[src/rtl/drs_dac_pkg.sv]
// Shared constants and types for the DRS serial DAC scheduler.
// Command bytes per channel / config word, scheduler states, 24-bit word type.
package drs_dac_pkg;

    localparam int NCH = 5;

    localparam logic [7:0] CMD_ROFS = 8'h33;
    localparam logic [7:0] CMD_OOFS = 8'h37;
    localparam logic [7:0] CMD_BIAS = 8'h36;
    localparam logic [7:0] CMD_CALP = 8'h32;
    localparam logic [7:0] CMD_CALN = 8'h31;
    localparam logic [7:0] CMD_CFG0 = 8'h40;
    localparam logic [7:0] CMD_CFG1 = 8'h44;
    localparam logic [7:0] CMD_CFG2 = 8'h45;

    typedef enum logic [2:0] {INIT, IDLE, SEND, GAP, LDAC} state_t;

    typedef logic [23:0] dac_word_t;

    // Indices 0..4 are the analog channels, 5..7 the power-up config words.
    function automatic logic [7:0] cmd_of(input logic [2:0] idx);
        case (idx)
            3'd0:    return CMD_ROFS;
            3'd1:    return CMD_OOFS;
            3'd2:    return CMD_BIAS;
            3'd3:    return CMD_CALP;
            3'd4:    return CMD_CALN;
            3'd5:    return CMD_CFG0;
            3'd6:    return CMD_CFG1;
            default: return CMD_CFG2;
        endcase
    endfunction

endpackage

[src/rtl/drs_dac_spi_tx.sv]
// Serial shifter: sends one 24-bit word MSB first on CS/SDI/SCK.
// Latency: CS low the cycle after start, done pulses 48*CLK_DIV+1 cycles after start.
// Backpressure: start is ignored while busy; SDI only changes on SCK falling.
module drs_dac_spi_tx #(
    parameter int CLK_DIV = 1
) (
    input  logic        clk,
    input  logic        rst,
    input  logic        start,
    input  logic [23:0] word,
    output logic        CS,
    output logic        SDI,
    output logic        SCK,
    output logic        busy,
    output logic        done
);

    localparam int DW = (CLK_DIV > 1) ? $clog2(CLK_DIV) : 1;

    logic [DW-1:0] div_cnt;
    logic [4:0]    bit_cnt;
    logic [23:0]   shreg;

    always_ff @(posedge clk or posedge rst) begin
        if (rst) begin
            CS      <= 1'b1;
            SDI     <= 1'b0;
            SCK     <= 1'b0;
            busy    <= 1'b0;
            done    <= 1'b0;
            div_cnt <= '0;
            bit_cnt <= '0;
            shreg   <= '0;
        end else begin
            done <= 1'b0;
            if (start && !busy) begin
                busy    <= 1'b1;
                CS      <= 1'b0;
                SDI     <= word[23];
                SCK     <= 1'b0;
                shreg   <= {word[22:0], 1'b0};
                div_cnt <= '0;
                bit_cnt <= '0;
            end else if (busy) begin
                if (div_cnt == DW'(CLK_DIV - 1)) begin
                    div_cnt <= '0;
                    if (!SCK) begin
                        SCK <= 1'b1;
                    end else begin
                        SCK <= 1'b0;
                        if (bit_cnt == 5'd23) begin
                            busy <= 1'b0;
                            CS   <= 1'b1;
                            SDI  <= 1'b0;
                            done <= 1'b1;
                        end else begin
                            bit_cnt <= bit_cnt + 5'd1;
                            SDI     <= shreg[23];
                            shreg   <= {shreg[22:0], 1'b0};
                        end
                    end
                end else begin
                    div_cnt <= div_cnt + DW'(1);
                end
            end
        end
    end

endmodule

[src/rtl/drs_dac_sched.sv]
// DRS DAC scheduler: shadow bank, host/cal arbitration, dirty-channel resend, INIT and LDAC.
// Latency: ack to shifter start 1 cycle; last word done to LDACn low 2 cycles.
// Backpressure: requests acked one per cycle (host first) once dac_en; req held until ack.
module drs_dac_sched import drs_dac_pkg::*; #(
    parameter int CLK_DIV = 1,
    parameter int LDAC_W  = 2
) (
    input  logic        clk,
    input  logic        rst,
    input  logic        host_req,
    input  logic [2:0]  host_ch,
    input  logic [15:0] host_val,
    output logic        host_ack,
    input  logic        cal_req,
    input  logic [2:0]  cal_ch,
    input  logic [15:0] cal_val,
    output logic        cal_ack,
    input  logic        update_all,
    output logic        DAC_CS,
    output logic        DAC_SDI,
    output logic        DAC_SCK,
    output logic        DAC_LDACn,
    output logic        busy,
    output logic        done,
    output logic        dac_en,
    output logic        err_ch
);

    localparam int LW = (LDAC_W > 1) ? $clog2(LDAC_W) : 1;

    state_t          state, state_n;
    logic [15:0]     shadow [NCH];
    logic [NCH-1:0]  dirty, clr_mask, set_mask;
    logic [2:0]      init_idx, pick;
    logic [LW-1:0]   lcnt;
    logic            ua_q, start, spi_busy, spi_done, ldac_last;
    logic            acc_vld, wr_ok;
    logic [2:0]      acc_ch;
    logic [15:0]     acc_val, init_val;
    dac_word_t       tx_word;

    assign host_ack  = dac_en && host_req;
    assign cal_ack   = dac_en && cal_req && !host_req;
    assign acc_vld   = host_ack || cal_ack;
    assign acc_ch    = host_ack ? host_ch  : cal_ch;
    assign acc_val   = host_ack ? host_val : cal_val;
    assign err_ch    = acc_vld && (acc_ch > 3'd4);
    assign wr_ok     = acc_vld && !err_ch;
    assign ldac_last = (state == LDAC) && (lcnt == LW'(LDAC_W - 1));
    assign DAC_LDACn = (state != LDAC);
    assign init_val  = (init_idx < 3'd5) ? shadow[init_idx] : 16'h0000;

    always_comb begin
        pick = 3'd0;
        for (int i = NCH - 1; i >= 0; i--) begin
            if (dirty[i]) pick = 3'(i);
        end
    end

    // update_all edges arriving before dac_en are dropped, not deferred.
    always_comb begin
        set_mask = (update_all && !ua_q && dac_en) ? '1 : '0;
        if (wr_ok) set_mask[acc_ch] = 1'b1;
    end

    always_comb begin
        state_n  = state;
        start    = 1'b0;
        tx_word  = '0;
        clr_mask = '0;
        case (state)
            INIT: begin
                if (!spi_busy) begin
                    start   = 1'b1;
                    tx_word = {cmd_of(init_idx), init_val};
                    state_n = SEND;
                end
            end
            IDLE: begin
                if ((|dirty) && !spi_busy) begin
                    start           = 1'b1;
                    tx_word         = {cmd_of(pick), shadow[pick]};
                    clr_mask[pick]  = 1'b1;
                    state_n         = SEND;
                end
            end
            SEND: begin
                if (spi_done) state_n = GAP;
            end
            GAP: begin
                if (!dac_en) state_n = (init_idx == 3'd7) ? LDAC : INIT;
                else         state_n = (|(dirty | set_mask)) ? IDLE : LDAC;
            end
            LDAC: begin
                if (ldac_last) state_n = IDLE;
            end
            default: state_n = IDLE;
        endcase
    end

    always_ff @(posedge clk or posedge rst) begin
        if (rst) begin
            state    <= INIT;
            dirty    <= '0;
            init_idx <= '0;
            lcnt     <= '0;
            ua_q     <= 1'b0;
            busy     <= 1'b0;
            done     <= 1'b0;
            dac_en   <= 1'b0;
            for (int i = 0; i < NCH; i++) shadow[i] <= '0;
        end else begin
            state <= state_n;
            ua_q  <= update_all;
            dirty <= (dirty & ~clr_mask) | set_mask;
            if (wr_ok) shadow[acc_ch] <= acc_val;
            if (state == GAP && !dac_en) init_idx <= init_idx + 3'd1;
            lcnt  <= (state == LDAC) ? lcnt + LW'(1) : '0;
            done  <= ldac_last;
            if (start)          busy <= 1'b1;
            else if (ldac_last) busy <= 1'b0;
            if (ldac_last) dac_en <= 1'b1;
        end
    end

    drs_dac_spi_tx #(.CLK_DIV(CLK_DIV)) u_tx (
        .clk   (clk),
        .rst   (rst),
        .start (start),
        .word  (tx_word),
        .CS    (DAC_CS),
        .SDI   (DAC_SDI),
        .SCK   (DAC_SCK),
        .busy  (spi_busy),
        .done  (spi_done)
    );

endmodule

[config.mk]
export PLATFORM = sky130hd
export DESIGN_NAME = drs_dac_sched
export DESIGN_NICKNAME = d
export VERILOG_FILES = /design/src/rtl/drs_dac_pkg.sv /design/src/rtl/drs_dac_spi_tx.sv /design/src/rtl/drs_dac_sched.sv
export SDC_FILE = /design/constraint.sdc
export NUM_CORES = 1
export LEC_CHECK = 0
export CAP_MARGIN = 10
export CORE_ASPECT_RATIO = 1.4
export CORE_MARGIN = 2
export CORE_UTILIZATION = 36
export DETAILED_ROUTE_END_ITERATION = 7
export GPL_TIMING_DRIVEN = 1
export SYNTH_ARGS = -nofsm -noshare
export SYNTH_HDL_FRONTEND = slang
export SYNTH_SLANG_ARGS = --single-unit
[constraint.sdc]
create_clock -name clk -period 4.2 [get_ports clk]
set_input_delay 0.63 -clock clk [delete_from_list [all_inputs] [get_ports clk]]
set_output_delay 0.63 -clock clk [all_outputs]
set_load 0.05 [all_outputs]
# [After elaboration in Yosys (flattened, before gate mapping)]
# Cells that the tools add are included.
[totals] ff_bits=131 in_bits=43 output_inout_bits=10 elab_cells=183
[op_classes] add_sub_neg=4 magnitude_cmp=10 n_eq_ne=25 n_mux=81 bitwise_logic=8 n_reduce_logical=34
[ops] op="$mux 24" count=5
[ops] op="$mux 16" count=7
[ops] op="$pmux 7 s7" count=2
[ops] op="$bmux 16 s3" count=2
[ops] op="$bwmux 80" count=1
[ops] op="$demux 16 s3" count=1
[ops] op="$mux 23" count=2
[ops] op="$pmux 23 s2" count=1
[ops] op="$mux 5" count=9
[ops] op="$mux 3" count=13
[ops] op="$mux 1" count=34
[ops] op="$eq 3x3->1 const B" count=8
[ops] op="$eq 3x2->1 const B" count=6
[ops] op="$or 5x5->5" count=3
[ops] op="$pmux 3 s5" count=1
[ops] op="$logic_and 1x1->1" count=14
[ops] op="$ge 4x4->1 const B" count=3
[ops] op="$not 3->4" count=3
[ops] op="$reduce_and 4->1" count=3
[ops] op="$reduce_or 5->1" count=2
[ops] op="$eq 3x1->1 const B" count=3
[ops] op="$logic_not 3->1" count=3
[ops] op="$lt 3x4->1 const B" count=2
[ops] op="$ne 2x2->1 const B" count=4
[ops] op="19 further kinds" count=30

# [Longest topological paths before layout]
[depth] ltp_word=14 depth_mapped=9 ltp_nobuf=7

# [Modules after synthesis]
# From an unflattened synthesis, not the netlist that was laid out.
[unflattened] hier_cells=739 area_unflattened_um2=6814.0
[modules_own_cells] module="drs_dac_sched" instances=1 cells_each=564 area_each_um2=5255.0 seq_area_each_um2=2402.3
[modules_own_cells] module="drs_dac_spi_tx" instances=1 cells_each=175 area_each_um2=1559.0 seq_area_each_um2=827.0

# [Least setup slack after synthesis]
# Ideal clock, no wire load.
[synth_timing] path_kind="register to output" start="register dac_en" end="output port err_ch" t_arrival_ns=1.770 t_required_ns=3.570 setup_slack_ns=1.800 path_stages_with_launch=4 n_path_buf=0 cell_sequence="dfrtp_1 > a211oi_1 > or2_2 > nor2_1"
[synth_between] elab_chain_len=4 word_cells_on_any_way=7 cone_classes="1 x order compare; 1 x mux; 5 x reduce/logical"
[synth_lines] item="start, declared" line_no="drs_dac_sched.sv:25" rtl="output logic dac_en,"
[synth_lines] item="start signal, assigned" line_no="drs_dac_sched.sv:110" rtl="dac_en <= 1'b0;"
[synth_lines] item="start signal, assigned" line_no="drs_dac_sched.sv:122" rtl="if (ldac_last) dac_en <= 1'b1;"
[synth_lines] item="$logic_and 1x1->1, on equally long branches" line_no="drs_dac_sched.sv:42, drs_dac_sched.sv:43"
[synth_lines] item="$mux 3 or $logic_and 1x1->1 (tied branches)" line_no="drs_dac_sched.sv:45, drs_dac_sched.sv:43"
[synth_lines] item="$gt 3x3->1 or $logic_or 1x1->1 (tied branches)" line_no="drs_dac_sched.sv:47, drs_dac_sched.sv:44"
[synth_lines] item="$logic_and 1x1->1 *" line_no="drs_dac_sched.sv:47" rtl="assign err_ch = acc_vld && (acc_ch > 3'd4);"
[synth_lines] item="end, declared" line_no="drs_dac_sched.sv:26" rtl="output logic err_ch"
# Mark *: on every way between the ends. The rest lies on a longest branch, timed or not.

# [Worst setup path after layout]
[layout_timing] start="input port host_req" end="output port err_ch"
[layout_between] elab_chain_len=4 word_cells_on_any_way=7 cone_classes="1 x order compare; 1 x mux; 5 x reduce/logical"
[layout_lines] item="start, declared" line_no="drs_dac_sched.sv:10" rtl="input logic host_req,"
[layout_lines] item="$logic_and 1x1->1 or $logic_not 1->1 (tied branches)" line_no="drs_dac_sched.sv:42, drs_dac_sched.sv:43"
[layout_lines] item="$mux 3 or $logic_and 1x1->1 (tied branches)" line_no="drs_dac_sched.sv:45, drs_dac_sched.sv:43"
[layout_lines] item="$gt 3x3->1 or $logic_or 1x1->1 (tied branches)" line_no="drs_dac_sched.sv:47, drs_dac_sched.sv:44"
[layout_lines] item="$logic_and 1x1->1 *" line_no="drs_dac_sched.sv:47"
# Marks and branches as above.

==> impl_metrics.env <==
export IMPL_grt_overflow_total=0
export IMPL_diodes=0
export IMPL_yosys_warnings=0
export IMPL_place_congestion=0.8450
export IMPL_path_cells="clkdlybuf4s50_1 -> nor4bb_1 -> or2_2 -> nor2_1 -> clkdlybuf4s50_1"
export IMPL_start_util=0.3661
export IMPL_grt_pass1_vias=6072
export IMPL_setup_ws_ns=0.9408
export IMPL_clk_latency_ns=0.42
export IMPL_cts_root_buf="clkbuf_16"
export IMPL_synth_distinct_cells=67
export IMPL_fin_crit_ns=3.259
export IMPL_avgRoutedWirePerCell_um=18.54
export IMPL_grt_pass1_wl_um=32670
export IMPL_fill_cells=1939
export IMPL_slowest_delay_ns=0.69
export IMPL_yosys_area_share_adder=0.01071
export IMPL_areaGrowthSynthToFinish_pct=18.55
export IMPL_clk_pin_slew_ns=0.05
export IMPL_syn_area_um2=7009
export IMPL_vias=6037
export IMPL_cts_num_sinks=129
export IMPL_yosys_area_share_simple=0.1928
export IMPL_synth_top_family_by_area="compound AO/OA/AOI/OAI gates"
export IMPL_crit_type="input pin to output port"
export IMPL_synth_xor_area_frac=0.006248
export IMPL_antenna_found_initial=0
export IMPL_fin_setup_tns_ns=0
export IMPL_hold_violations=0
export IMPL_slew_viol_final=0
export IMPL_die_w_um=121.9
export IMPL_finalSetupViolations=0
export IMPL_synthCells=777
export IMPL_fp_dieArea_um2=20620
export IMPL_arrival_ns=2.63
export IMPL_rsz0062_at_grt="no"
export IMPL_relSlewSlack=0.3062
export IMPL_cts_resized_gates=0
export IMPL_hp_class="flip-flop to flip-flop"
export IMPL_leakage_uw=0.003421
export IMPL_numCtsBuffers=17
export IMPL_crit_path_top_delay_cell="clkdlybuf4s50_1"
export IMPL_hold_buffers=0
export IMPL_maxCapViolCount=0
export IMPL_ant_nets=0
export IMPL_combPwrFrac=0.031
export IMPL_pwr_share_clk=0.526
export IMPL_tightest_slew_ns=1.037
export IMPL_synth_compound_gate_area_share=0.2131
export IMPL_die_y_um=169.1
export IMPL_postSynthAreaPerCell_um2=9.021
export IMPL_core_area_um2=19140
export IMPL_syn_nets=826
export IMPL_end_kind="output port"
export IMPL_fmax_ghz=0.3068
export IMPL_grt_max_degree=61
export IMPL_clockBufferDepth=2
export IMPL_viasPerCell=5.647
export IMPL_io_buffers=52
export IMPL_io_pins=53
export IMPL_hold_slack_ns=0.4849
export IMPL_switching_power_uw=595.5
export IMPL_drive_above_1_share=0.09866
export IMPL_fin_skew_ns=0.008004
export IMPL_ys_ff_latch=129
export IMPL_first_pass_iters=5
export IMPL_post_place_ws_ns=0.9340
export IMPL_final_nets=859
export IMPL_placementRows=60
export IMPL_peakVddDrop_mv=0.2281
export IMPL_fin_crit_sh=0.7760
export IMPL_hpwl_um=13200
export IMPL_switching_share=0.2118
export IMPL_cp_max_fo=8
export IMPL_p_int_uw=2217
export IMPL_path_common_cell="clkdlybuf4s50_1"
export IMPL_drcViolationCount=0
export IMPL_drtIter0Drc=371
export IMPL_track_usage=0.2024
export IMPL_power_density_nw_per_um2=338.4
export IMPL_status="completed"
export IMPL_drt_total_wl_um=19820
export IMPL_post_cts_buffers=0
export IMPL_cts_tree="yes"
export IMPL_seq_area_frac_synth=0.4607
export IMPL_async_reset_ff_frac=1.000
export IMPL_synthFlopType="dfrtp_1"
export IMPL_htree_levels=4
export IMPL_synthMuxAreaShare=0.07301
export IMPL_worst_setup_path_start_kind="input pin"
export IMPL_seqPwrFrac=0.442
export IMPL_synth_edf_count=0
export IMPL_worst_ep_required_time_ns=3.57
[worst max-delay path, delay by kind of cell]
family	cells	cell delay (ns)
AND/OR/NAND/NOR	3	0.71
buffers and inverters	2	1.28
[synthesized netlist by cell type (7+ instances only)]
master | number | share of area
nand2_1 | 100 | 0.054
o21ai_0 | 74 | 0.053
o221ai_1 | 16 | 0.020
clkbuf_1 | 30 | 0.016
or3_1 | 13 | 0.012
nor2_1 | 88 | 0.047
a21oi_1 | 80 | 0.057
buf_2 | 12 | 0.0086
mux2_2 | 7 | 0.011
inv_1 | 14 | 0.0075
nand3_1 | 18 | 0.013
mux2i_1 | 41 | 0.059
o221a_2 | 7 | 0.011
nand3b_1 | 9 | 0.0096
dfrtp_1 | 128 | 0.46
nand2b_1 | 18 | 0.016
nor3_1 | 10 | 0.0071
[power groups by stage]
stage | Combinational (uW) | Clock, uW | Sequential, uW
final | 87.6 | 1480 | 1240
after global placement | 89.5 | 0 | 1270
after floorplan | 31.8 | 0 | 1270
after CTS | 90.3 | 1490 | 1240
after global routing | 98.7 | 1550 | 1240
after detailed placement | 90.0 | 0 | 1270
[final timing paths]
kind	start	endpoint	slack, ns	cells past startpoint
max	host_req	err_ch	0.94	5
min	shadow[0]	shadow[0]	0.48	2
max reg2reg	init_idx[2]	u_tx.shreg[7]	1.55	5
min reg2reg	shadow[0]	shadow[0]	0.48	2
max in group asynchronous	rst	u_tx.CS	2.59	3
min in group asynchronous	rst	done	0.70	2
[through the flow]
step | instances | cell area [um2] | total power [uW] | utilization
after CTS | 1069 | 8309 | 2828 | 0.4341
after detailed placement | 1039 | 7721 | 1356 | 0.4033
final | 1069 | 8309 | 2812 | 0.4341
after floorplan | 777 | 7009 | 1298 | -
after global placement | 1039 | 7721 | 1356 | 0.4033
after global routing | 1069 | 8309 | 2888 | 0.4341
[kinds of logic after synthesis]
| family | after synthesis |
|---|---|
| buf+inv | 68 |
| fa+ha+maj | 6 |
| simple gates | 285 |
| compound gates | 235 |
| mux | 49 |
| flops | 129 |
| xor+xnor | 5 |
[cell type report]
cell class / instances / area (um2) / area share
timing repair buffer: 67 / 633.1 / 0.07619
clock inverter: 8 / 103.9 / 0.01250
tap: 248 / 310.3 / 0.03734
clock buffer: 22 / 484.2 / 0.05827
inverter: 15 / 58.81 / 0.007077
sequential: 129 / 3229 / 0.3886
multi-input combinational: 580 / 3490 / 0.4200
[cell usage in the layout, fill, tap and decap left out, types with 9 or more instances in the layout]
cell type,netlist,final
dfrtp_1,128,128
nand2_1,100,100
nor2_1,88,88
a21oi_1,80,78
o21ai_0,74,74
clkdlybuf4s50_1,0,52
mux2i_1,41,41
nand2b_1,18,18
nand3_1,18,18
clkbuf_16,0,17
o221ai_1,16,15
buf_4,1,15
inv_1,14,13
or3_1,13,13
nor3_1,10,10
nand3b_1,9,9
[sequential cells by signal (all words and copies together), names as in the netlist, 3 cells and up]
signal,count
u_tx.shreg,23
dirty,5
init_idx,3
state,3
shadow,80
u_tx.bit_cnt,5
[layer usage]
layer  track usage  vias up  routed length [um]
met2        0.3456      192               10120
li1              -     2852                   -
met5             0        -                   0
met1        0.2562     2953                8200
met3       0.03032       40                 933
met4       0.07846        0                 561
Note: power is estimated with default switching activity, not from simulation.
